File: config.mk
export PLATFORM = sky130hd
export DESIGN_NAME = pipeline_hazard_controller
export DESIGN_NICKNAME = d
export VERILOG_FILES = /design/src/rtl/pipeline_hazard_controller.sv
export SDC_FILE = /design/constraint.sdc
export NUM_CORES = 1
export LEC_CHECK = 0
export BUFFER_PORTS_ARGS = -buffer_cell sky130_fd_sc_hd__buf_4
export CAP_MARGIN = 20
export CORE_MARGIN = 10
export CORE_UTILIZATION = 40
export DETAILED_ROUTE_END_ITERATION = 10
export SLEW_MARGIN = 20
export SYNTH_ARGS = -nofsm -noshare
export SYNTH_HDL_FRONTEND = slang
export SYNTH_SLANG_ARGS = --single-unit
File: constraint.sdc
create_clock -name i_clk -period 2.3 [get_ports i_clk]
set_input_delay 0.46 -clock i_clk [delete_from_list [all_inputs] [get_ports i_clk]]
set_output_delay 0.46 -clock i_clk [all_outputs]
set_load 0.1 [all_outputs]
File: src/rtl/pipeline_hazard_controller.sv
`default_nettype none
// ============================================================================
// Module   : pipeline_hazard_controller
// Purpose  : Stall/flush sequencer for the 5-stage pipeline with a D-cache
//            timeout watchdog and saturating performance counters.
// Revision : 1.0 - initial release
// ============================================================================
module pipeline_hazard_controller #(
    parameter int REG_ADD_WIDTH = 5,
    parameter int MEM_TIMEOUT   = 64,
    parameter int CNT_WIDTH     = 32
) (
    input  logic                     i_clk,
    input  logic                     i_rst_n,
    input  logic [REG_ADD_WIDTH-1:0] i_id_rs1_address,
    input  logic [REG_ADD_WIDTH-1:0] i_id_rs2_address,
    input  logic                     i_id_rs1_used,
    input  logic                     i_id_rs2_used,
    input  logic [REG_ADD_WIDTH-1:0] i_ex_rd_address,
    input  logic                     i_ex_load,
    input  logic                     i_branch_taken,
    input  logic                     i_icache_ready,
    input  logic                     i_dcache_req,
    input  logic                     i_dcache_ready,
    output logic                     o_pc_stall,
    output logic                     o_stall_fetch,
    output logic                     o_clear_fetch,
    output logic                     o_stall_decode,
    output logic                     o_clear_decode,
    output logic                     o_stall_execution_stage,
    output logic                     o_stall_memory,
    output logic                     o_clear_memory,
    output logic                     o_mem_error,
    output logic [CNT_WIDTH-1:0]     o_stall_cycle_count,
    output logic [CNT_WIDTH-1:0]     o_flush_count
);

    localparam int c_WAIT_W = (MEM_TIMEOUT < 2) ? 1 : $clog2(MEM_TIMEOUT + 1);

    typedef enum logic [1:0] {
        S_RUN      = 2'd0,
        S_MEM_WAIT = 2'd1,
        S_ERROR    = 2'd2
    } state_t;

    state_t                r_state;
    state_t                w_next_state;
    logic [c_WAIT_W-1:0]   r_wait_cnt;
    logic [c_WAIT_W-1:0]   w_wait_cnt_next;
    logic [c_WAIT_W-1:0]   w_wait_cnt_inc;
    logic                  r_mem_error;
    logic [CNT_WIDTH-1:0]  r_stall_cnt;
    logic [CNT_WIDTH-1:0]  r_flush_cnt;

    logic w_req_pend;
    logic w_memwait;
    logic w_load_use;
    logic w_timeout;
    logic w_flush_evt;
    logic w_pc_stall;
    logic w_stall_fetch;
    logic w_clear_fetch;
    logic w_stall_decode;
    logic w_clear_decode;
    logic w_stall_ex;
    logic w_stall_mem;
    logic w_clear_mem;

    always_comb begin
        w_req_pend = i_dcache_req & ~i_dcache_ready;
        w_memwait  = (r_state == S_ERROR) | w_req_pend;
        w_load_use = i_ex_load & (i_ex_rd_address != '0) &
                     ((i_id_rs1_used & (i_id_rs1_address == i_ex_rd_address)) |
                      (i_id_rs2_used & (i_id_rs2_address == i_ex_rd_address)));

        // The count includes the current not-ready cycle, so the watchdog
        // trips at the edge closing the MEM_TIMEOUT-th consecutive wait cycle.
        if (r_state == S_RUN) begin
            w_wait_cnt_inc = c_WAIT_W'(1);
        end else if (r_wait_cnt == '1) begin
            w_wait_cnt_inc = r_wait_cnt;
        end else begin
            w_wait_cnt_inc = r_wait_cnt + 1'b1;
        end
        w_timeout = (MEM_TIMEOUT != 0) && (w_wait_cnt_inc == c_WAIT_W'(MEM_TIMEOUT));
    end

    always_comb begin
        w_next_state    = r_state;
        w_wait_cnt_next = r_wait_cnt;
        case (r_state)
            S_RUN, S_MEM_WAIT: begin
                if (w_req_pend) begin
                    w_next_state    = w_timeout ? S_ERROR : S_MEM_WAIT;
                    w_wait_cnt_next = w_wait_cnt_inc;
                end else begin
                    // Release, or the request vanished without READY.
                    w_next_state    = S_RUN;
                    w_wait_cnt_next = '0;
                end
            end
            S_ERROR: begin
                w_next_state = S_ERROR;
            end
            default: begin
                w_next_state    = S_RUN;
                w_wait_cnt_next = '0;
            end
        endcase
    end

    always_comb begin
        w_pc_stall     = 1'b0;
        w_stall_fetch  = 1'b0;
        w_clear_fetch  = 1'b0;
        w_stall_decode = 1'b0;
        w_clear_decode = 1'b0;
        w_stall_ex     = 1'b0;
        w_stall_mem    = 1'b0;
        w_clear_mem    = 1'b0;
        w_flush_evt    = 1'b0;
        if (w_memwait) begin
            w_pc_stall     = 1'b1;
            w_stall_fetch  = 1'b1;
            w_stall_decode = 1'b1;
            w_stall_ex     = 1'b1;
            w_stall_mem    = 1'b1;
            w_clear_mem    = 1'b1;
        end else if (i_branch_taken) begin
            w_clear_fetch  = 1'b1;
            w_clear_decode = 1'b1;
            w_flush_evt    = 1'b1;
        end else if (w_load_use) begin
            w_pc_stall     = 1'b1;
            w_stall_fetch  = 1'b1;
            w_clear_decode = 1'b1;
        end else if (!i_icache_ready) begin
            w_pc_stall     = 1'b1;
            w_clear_fetch  = 1'b1;
        end
    end

    // Reset forces the pipeline to hold the PC and flush every stage.
    always_comb begin
        o_pc_stall              = ~i_rst_n | w_pc_stall;
        o_stall_fetch           =  i_rst_n & w_stall_fetch;
        o_clear_fetch           = ~i_rst_n | w_clear_fetch;
        o_stall_decode          =  i_rst_n & w_stall_decode;
        o_clear_decode          = ~i_rst_n | w_clear_decode;
        o_stall_execution_stage =  i_rst_n & w_stall_ex;
        o_stall_memory          =  i_rst_n & w_stall_mem;
        o_clear_memory          = ~i_rst_n | w_clear_mem;
        o_mem_error             = r_mem_error;
        o_stall_cycle_count     = r_stall_cnt;
        o_flush_count           = r_flush_cnt;
    end

    always_ff @(posedge i_clk) begin
        if (!i_rst_n) begin
            r_state     <= S_RUN;
            r_wait_cnt  <= '0;
            r_mem_error <= 1'b0;
            r_stall_cnt <= '0;
            r_flush_cnt <= '0;
        end else begin
            r_state    <= w_next_state;
            r_wait_cnt <= w_wait_cnt_next;
            if (w_next_state == S_ERROR) begin
                r_mem_error <= 1'b1;
            end
            if (w_pc_stall && (r_stall_cnt != '1)) begin
                r_stall_cnt <= r_stall_cnt + 1'b1;
            end
            if (w_flush_evt && (r_flush_cnt != '1)) begin
                r_flush_cnt <= r_flush_cnt + 1'b1;
            end
        end
    end

endmodule
`default_nettype wire

# Yosys cells after proc, flatten, opt, wreduce, memory -nomap -nowiden
# Index checks and enable logic that the tools add are counted.
[totals]
ff_bits = 74
mem_bits_ro = 0
n_memories = 0
inputBits = 24
ram_bits = 0
output_inout_bits = 73
wordCells = 59
latch_bits = 0
[classes]
n_div = 0
n_eq_ne = 9
add_sub_neg = 3
muxes = 22
mul = 0
n_bitwise = 15
magnitude_cmp = 0
n_reduce_logical = 5
shift = 0
[ops]
columns = ["cell", "n"]
rows = [
  ["32-bit by 1-bit adder with 32-bit output, second input constant", 2],
  ["32-bit inequality test, second input constant", 2],
  ["7-bit two-way mux", 3],
  ["1-bit two-way mux", 15],
  ["7-bit equality test, second input constant", 2],
  ["7-bit case mux with 2 select lines", 1],
  ["5-bit equality test", 2],
  ["7-bit by 1-bit adder with 7-bit output, second input constant", 1],
  ["1-bit bitwise AND", 7],
  ["1-bit OR", 6],
  ["5-bit nonzero test", 1],
  ["2-bit equality test, second input constant", 2],
  ["2-bit two-way mux", 2],
  ["2-bit case mux with 2 select lines", 1],
  ["2-bit by 1-bit equality test with 1-bit output, second input constant", 1],
  ["1-bit logical AND", 2],
  ["2-bit zero test", 1],
  ["1-bit NOT", 2],
  ["2-bit OR reduction", 1],
]

# Depth between registers and ports, before layout
[logic_depth]
depth_word = 8
mapped_depth = 8
mapped_depth_nobuf = 7

# Least setup slack after synthesis
# Ideal clock, no wire load.
[synth_timing]
path_kind = "input -> output"
from = "input i_ex_rd_address[1]"
to = "output o_clear_fetch"
arrival_time_ps = 3396
required_time_ps = 1840
path_buffers = 0
setup_slack_ps = -1556
path_stages = 5
cell_sequence = "or4_1 o21ai_1 nand2b_1 a21oi_1 o21ai_0"
[synth_via]
elab_chain_len = 8
elab_cells_between_ends = 12
classes_between = "eq/ne (2); mux (3); bitwise (6); reduce/logical (1)"
[synth_rtl]
columns = ["element", "line_no", "source"]
rows = [
  ["from (decl)", "19", "input logic [REG_ADD_WIDTH-1:0] i_ex_rd_address,"],
  ["5-bit equality test (on tied branches)", "73, 74", ""],
  ["1-bit bitwise AND (on tied branches)", "73, 74", ""],
  ["1-bit OR", "73", "((i_id_rs1_used & (i_id_rs1_address == i_ex_rd_address)) |"],
  ["1-bit bitwise AND *", "72", "w_load_use = i_ex_load & (i_ex_rd_address != '0) &"],
  ["1-bit two-way mux *", "133", "end else if (w_load_use) begin"],
  ["1-bit two-way mux *", "129", "end else if (i_branch_taken) begin"],
  ["1-bit two-way mux *", "122", "if (w_memwait) begin"],
  ["1-bit OR *", "147", "o_clear_fetch = ~i_rst_n | w_clear_fetch;"],
  ["to (decl)", "27", "output logic o_clear_fetch,"],
]
# Mark *: on every way between the ends. The rest lies on a longest branch, timed or not.

# Worst setup path after layout
[layout_timing]
from = "input i_ex_rd_address[4]"
to = "output o_clear_fetch"
# Same word-level chain as after synthesis.

==> Flow_metrics.wiki <==
{| class="wikitable"
! Metric !! Value
|-
| Outcome || finished, final reports clean
|-
| Proportion of layout cells with a drive suffix above 1 || 37.0%
|-
| Largest area contributor in the synthesized netlist || sky130_fd_sc_hd__dfxtp_1
|-
| Die Span X || 120 microns
|-
| Antenna diode instance count || 0
|-
| Setup TNS after final layout || 0 ns
|-
| Routed WL || 10.6 mm
|-
| Critical path startpoint || i_ex_rd_address[4]
|-
| Worst relative slew slack || 51.3%
|-
| Maximum number of pins on one net before global-route repair || 70
|-
| Die H || 120 microns
|-
| Clock tree from TritonCTS || yes
|-
| EDFF count, synth || 0
|-
| Layout net count || 611
|-
| DR iter-0 viols || 273
|-
| Required time at the worst-slack endpoint || 1.84 ns
|-
| Worst slack after detailed placement || -0.0873 ns
|-
| Critical path startpoint category || input port
|-
| Number of hold violations in the final report || 0
|-
| Capturing element of the worst setup path || o_clear_fetch
|-
| Layout area overhead || 34.8%
|-
| Register-to-register setup slack || 0.28 ns
|-
| Number of antenna violations at the first check in global routing || 0
|-
| Wire length per cell || 14.7 microns
|-
| Global router's overall resource usage || 14.7%
|-
| IR Drop Worst-Case VDD || 0.237 mV
|-
| Clock tree root driver cell || sky130_fd_sc_hd__clkbuf_8
|-
| Maximum achievable frequency || 440 MHz
|-
| Worst hold-check path type || input port to register
|-
| Data arrival at the endpoint of the critical path || 1.81 ns
|-
| Number of remaining DRC errors || 0
|-
| Part of the cycle the worst path needs || 98.9%
|-
| Seq/Total Area, Yosys || 37.4%
|-
| Maximum root-to-sink buffer count || 2
|-
| Fraction of registers with async set or reset after synthesis || 0%
|-
| Worst setup EP type || output pin
|-
| Clock transition at the registers of the reported paths || 0.08 ns
|-
| Sink Count || 74
|-
| Cell type of the slowest stage on the worst timing path || sky130_fd_sc_hd__or4_4
|-
| Fill cells || 953
|-
| Initial Util || 40.7%
|-
| Vias post-DR || 3923
|-
| Area contributors post-synth || sky130_fd_sc_hd__dfxtp_1, sky130_fd_sc_hd__xnor2_1, sky130_fd_sc_hd__a21oi_1, sky130_fd_sc_hd__o21ai_0, sky130_fd_sc_hd__or3_1
|-
| Final ANT Viol Nets || 0
|-
| Endpoint of the worst register-to-register path || o_stall_cycle_count[29]
|-
| Via count of the first global-routing pass || 3689
|-
| Final clock skew || 0.00893 ns
|-
| First-pass GRT wire length || 17.9 mm
|-
| Synthesized instance count || 487
|-
| Number of input and output port buffers inserted || 96
|-
| Number of vias per cell after detailed routing || 5.43
|-
| Launching point of the worst reg2reg path || r_state[1]
|-
| Least-Margin Pin Slew || 0.731 ns
|-
| Power density relative to cell area || 555 nW/um^2
|-
| Worst-path cell chain || buf_8 -> or4_4 -> o21ai_2 -> nand2b_4 -> a21oi_2 -> o21ai_2 -> buf_12
|-
| Row count || 36
|-
| Storage cell area || 1560 sq um
|-
| Most used standard cell by instance count after synthesis || sky130_fd_sc_hd__dfxtp_1
|-
| I/O pin count || 97
|-
| Setup-failing EPs final || 0
|-
| Core outline area || 9730 sq um
|-
| Number of pins with negative max-slew slack in the final report || 0
|-
| Worst-Skew Late Latency || 0.35 ns
|-
| Detailed Place HPWL || 7.67 mm
|-
| Most Frequent Cell on Critical Path || sky130_fd_sc_hd__o21ai_2
|-
| Number of iterations in the first detailed-routing pass || 4
|-
| Area of the mapped netlist || 3960 sq um
|-
| Slowest cell delay on critical path || 0.52 ns
|-
| Count of maximum capacitance violations || 0
|-
| Final critical path time including I/O delays and setup || 2.27 ns
|-
| Quantity of hold-fixing buffers added after cts || 0
|-
| Top-area cell type share of the netlist area || 37.4%
|-
| Total clock buffers created by CTS || 9
|-
| Most frequent cells after synthesis || sky130_fd_sc_hd__dfxtp_1, sky130_fd_sc_hd__a21oi_1, sky130_fd_sc_hd__nor2_1
|-
| Top_reg_cell synth || sky130_fd_sc_hd__dfxtp_1
|-
| Maximum net fanout on the critical path || 3
|-
| Leakage power || 1.91 nW
|-
| Distinct cell type count of the synthesized netlist || 52
|-
| Setup slack after layout || 0.0260 ns
|-
| Remaining Overflow, GRT || 0
|-
| Worst R2R Path Depth || 8
|-
| Net Count, Synth || 514
|-
| Number of H-tree levels || 3
|-
| Post-Syn Area per Cell || 8.13 sq um
|-
| Yosys reg bits || 74
|-
| Weighted congestion reported at the end of routability-driven placement || 0.799
|-
| Area occupied by multi-input gates || 2410 sq um
|-
| Area enclosed by the die boundary || 14300 sq um
|-
| Startpoint-to-endpoint class of the critical path || input port to output pin
|-
| Synth Warn # || 0
|}
## layer usage
metal | track usage (%) | share of wire (%) | vias up | wire length, microns
met5 | 0 | 0 | - | 0
met4 | 5.73 | 0.82 | 0 | 87
met3 | 4.92 | 7.4 | 8 | 790
met2 | 22.5 | 45 | 94 | 4730
met1 | 18.5 | 47 | 1840 | 5020
li1 | - | - | 1981 | -
## final cells by class
type                    instances  share of cell area [%]
repair buffers                112                    16.8
flip-flops and latches         74                    29.2
well taps                     133                    3.12
multi-input cells             378                    45.2
inverters                       9                   0.633
clock buffers                  11                    2.65
clock inverters                 5                    2.34
## cell families after synthesis
logic type	synth area share, %
buffers and inverters	3.92
adder cells (fa/ha/maj)	0.948
XOR/XNOR	7.96
AO/OA/AOI/OAI	16.2
flip-flops	37.4
AND/OR/NAND/NOR	33.0
multiplexers	0.506
## placed cells by master, fill, tap and decap left out, drive strengths merged, types with 2 or more instances in the layout
cell | Yosys | final
nor2b | 2 | 2
o31ai | 11 | 11
nand2b | 5 | 5
and4 | 6 | 6
ha | 3 | 3
o21ai | 38 | 38
nor3b | 6 | 6
nor2 | 41 | 41
nand4 | 25 | 25
nor3 | 17 | 17
xor2 | 2 | 2
o2111ai | 2 | 2
nand3 | 19 | 19
clkbuf | 16 | 11
a21oi | 49 | 49
xnor2 | 34 | 34
inv | 9 | 9
or4 | 11 | 11
dfxtp | 74 | 74
and4bb | 2 | 2
nor4 | 6 | 6
buf | 10 | 112
nor4b | 5 | 5
nand2 | 31 | 31
mux2i | 2 | 2
or3 | 29 | 29
and3 | 12 | 12
bufinv | 0 | 4
and2 | 8 | 8
or2 | 2 | 2
## worst min path at each step
| stage | startpoint | endpoint | slack, ns | cells after the start |
|---|---|---|---|---|
| floorplan | r_wait_cnt[1] | r_wait_cnt[1] | 0.47 | 2 |
| global placement | o_stall_cycle_count[17] | o_stall_cycle_count[17] | 0.46 | 2 |
| detailed placement | o_mem_error | o_mem_error | 0.46 | 1 |
| CTS | i_rst_n | o_mem_error | 0.42 | 2 |
| global route | i_rst_n | o_mem_error | 0.42 | 2 |
| finish | i_rst_n | o_mem_error | 0.44 | 2 |
## report_power, final
| part | switching (mW) | internal, mW | total (mW) |
|---|---|---|---|
| registers | 0.00941 | 1.29 | 1.30 |
| logic | 0.214 | 0.107 | 0.321 |
| clock network | 0.483 | 0.859 | 1.34 |
## critical path, delay by kind of cell
family | cells | cell delay (ns)
and+or+nand+nor | 2 | 0.67
buffers and inverters | 2 | 0.30
AOI/OAI and AO/OA | 3 | 0.37
## what timing repair did
action,4_1_cts,5_1_grt
setup endpoints to repair,4,10
buffers inserted,1,0
pin swaps,5,4
cloned,0,0
gates resized for setup,14,8
## flip-flops by register name, indices dropped and copies added (netlist names)
register / count
o_flush_count: 32
o_mem_error: 1
o_stall_cycle_count: 32
r_state: 2
r_wait_cnt: 7
## per-stage QoR
step | hold WS, ns | std cells | utilization (%) | power (mW) | area [sq um]
finish | 0.438 | 722 | 54.8 | 2.96 | 5340
global route | 0.419 | 722 | 54.8 | 3.08 | 5340
CTS | 0.416 | 722 | 54.5 | 3.00 | 5300
detailed placement | 0.462 | 705 | 51.1 | 1.63 | 4970
global placement | 0.461 | 705 | 51.1 | 1.63 | 4970
floorplan | 0.472 | 487 | - | 1.54 | 4080
(Power assumes the default switching activity.)
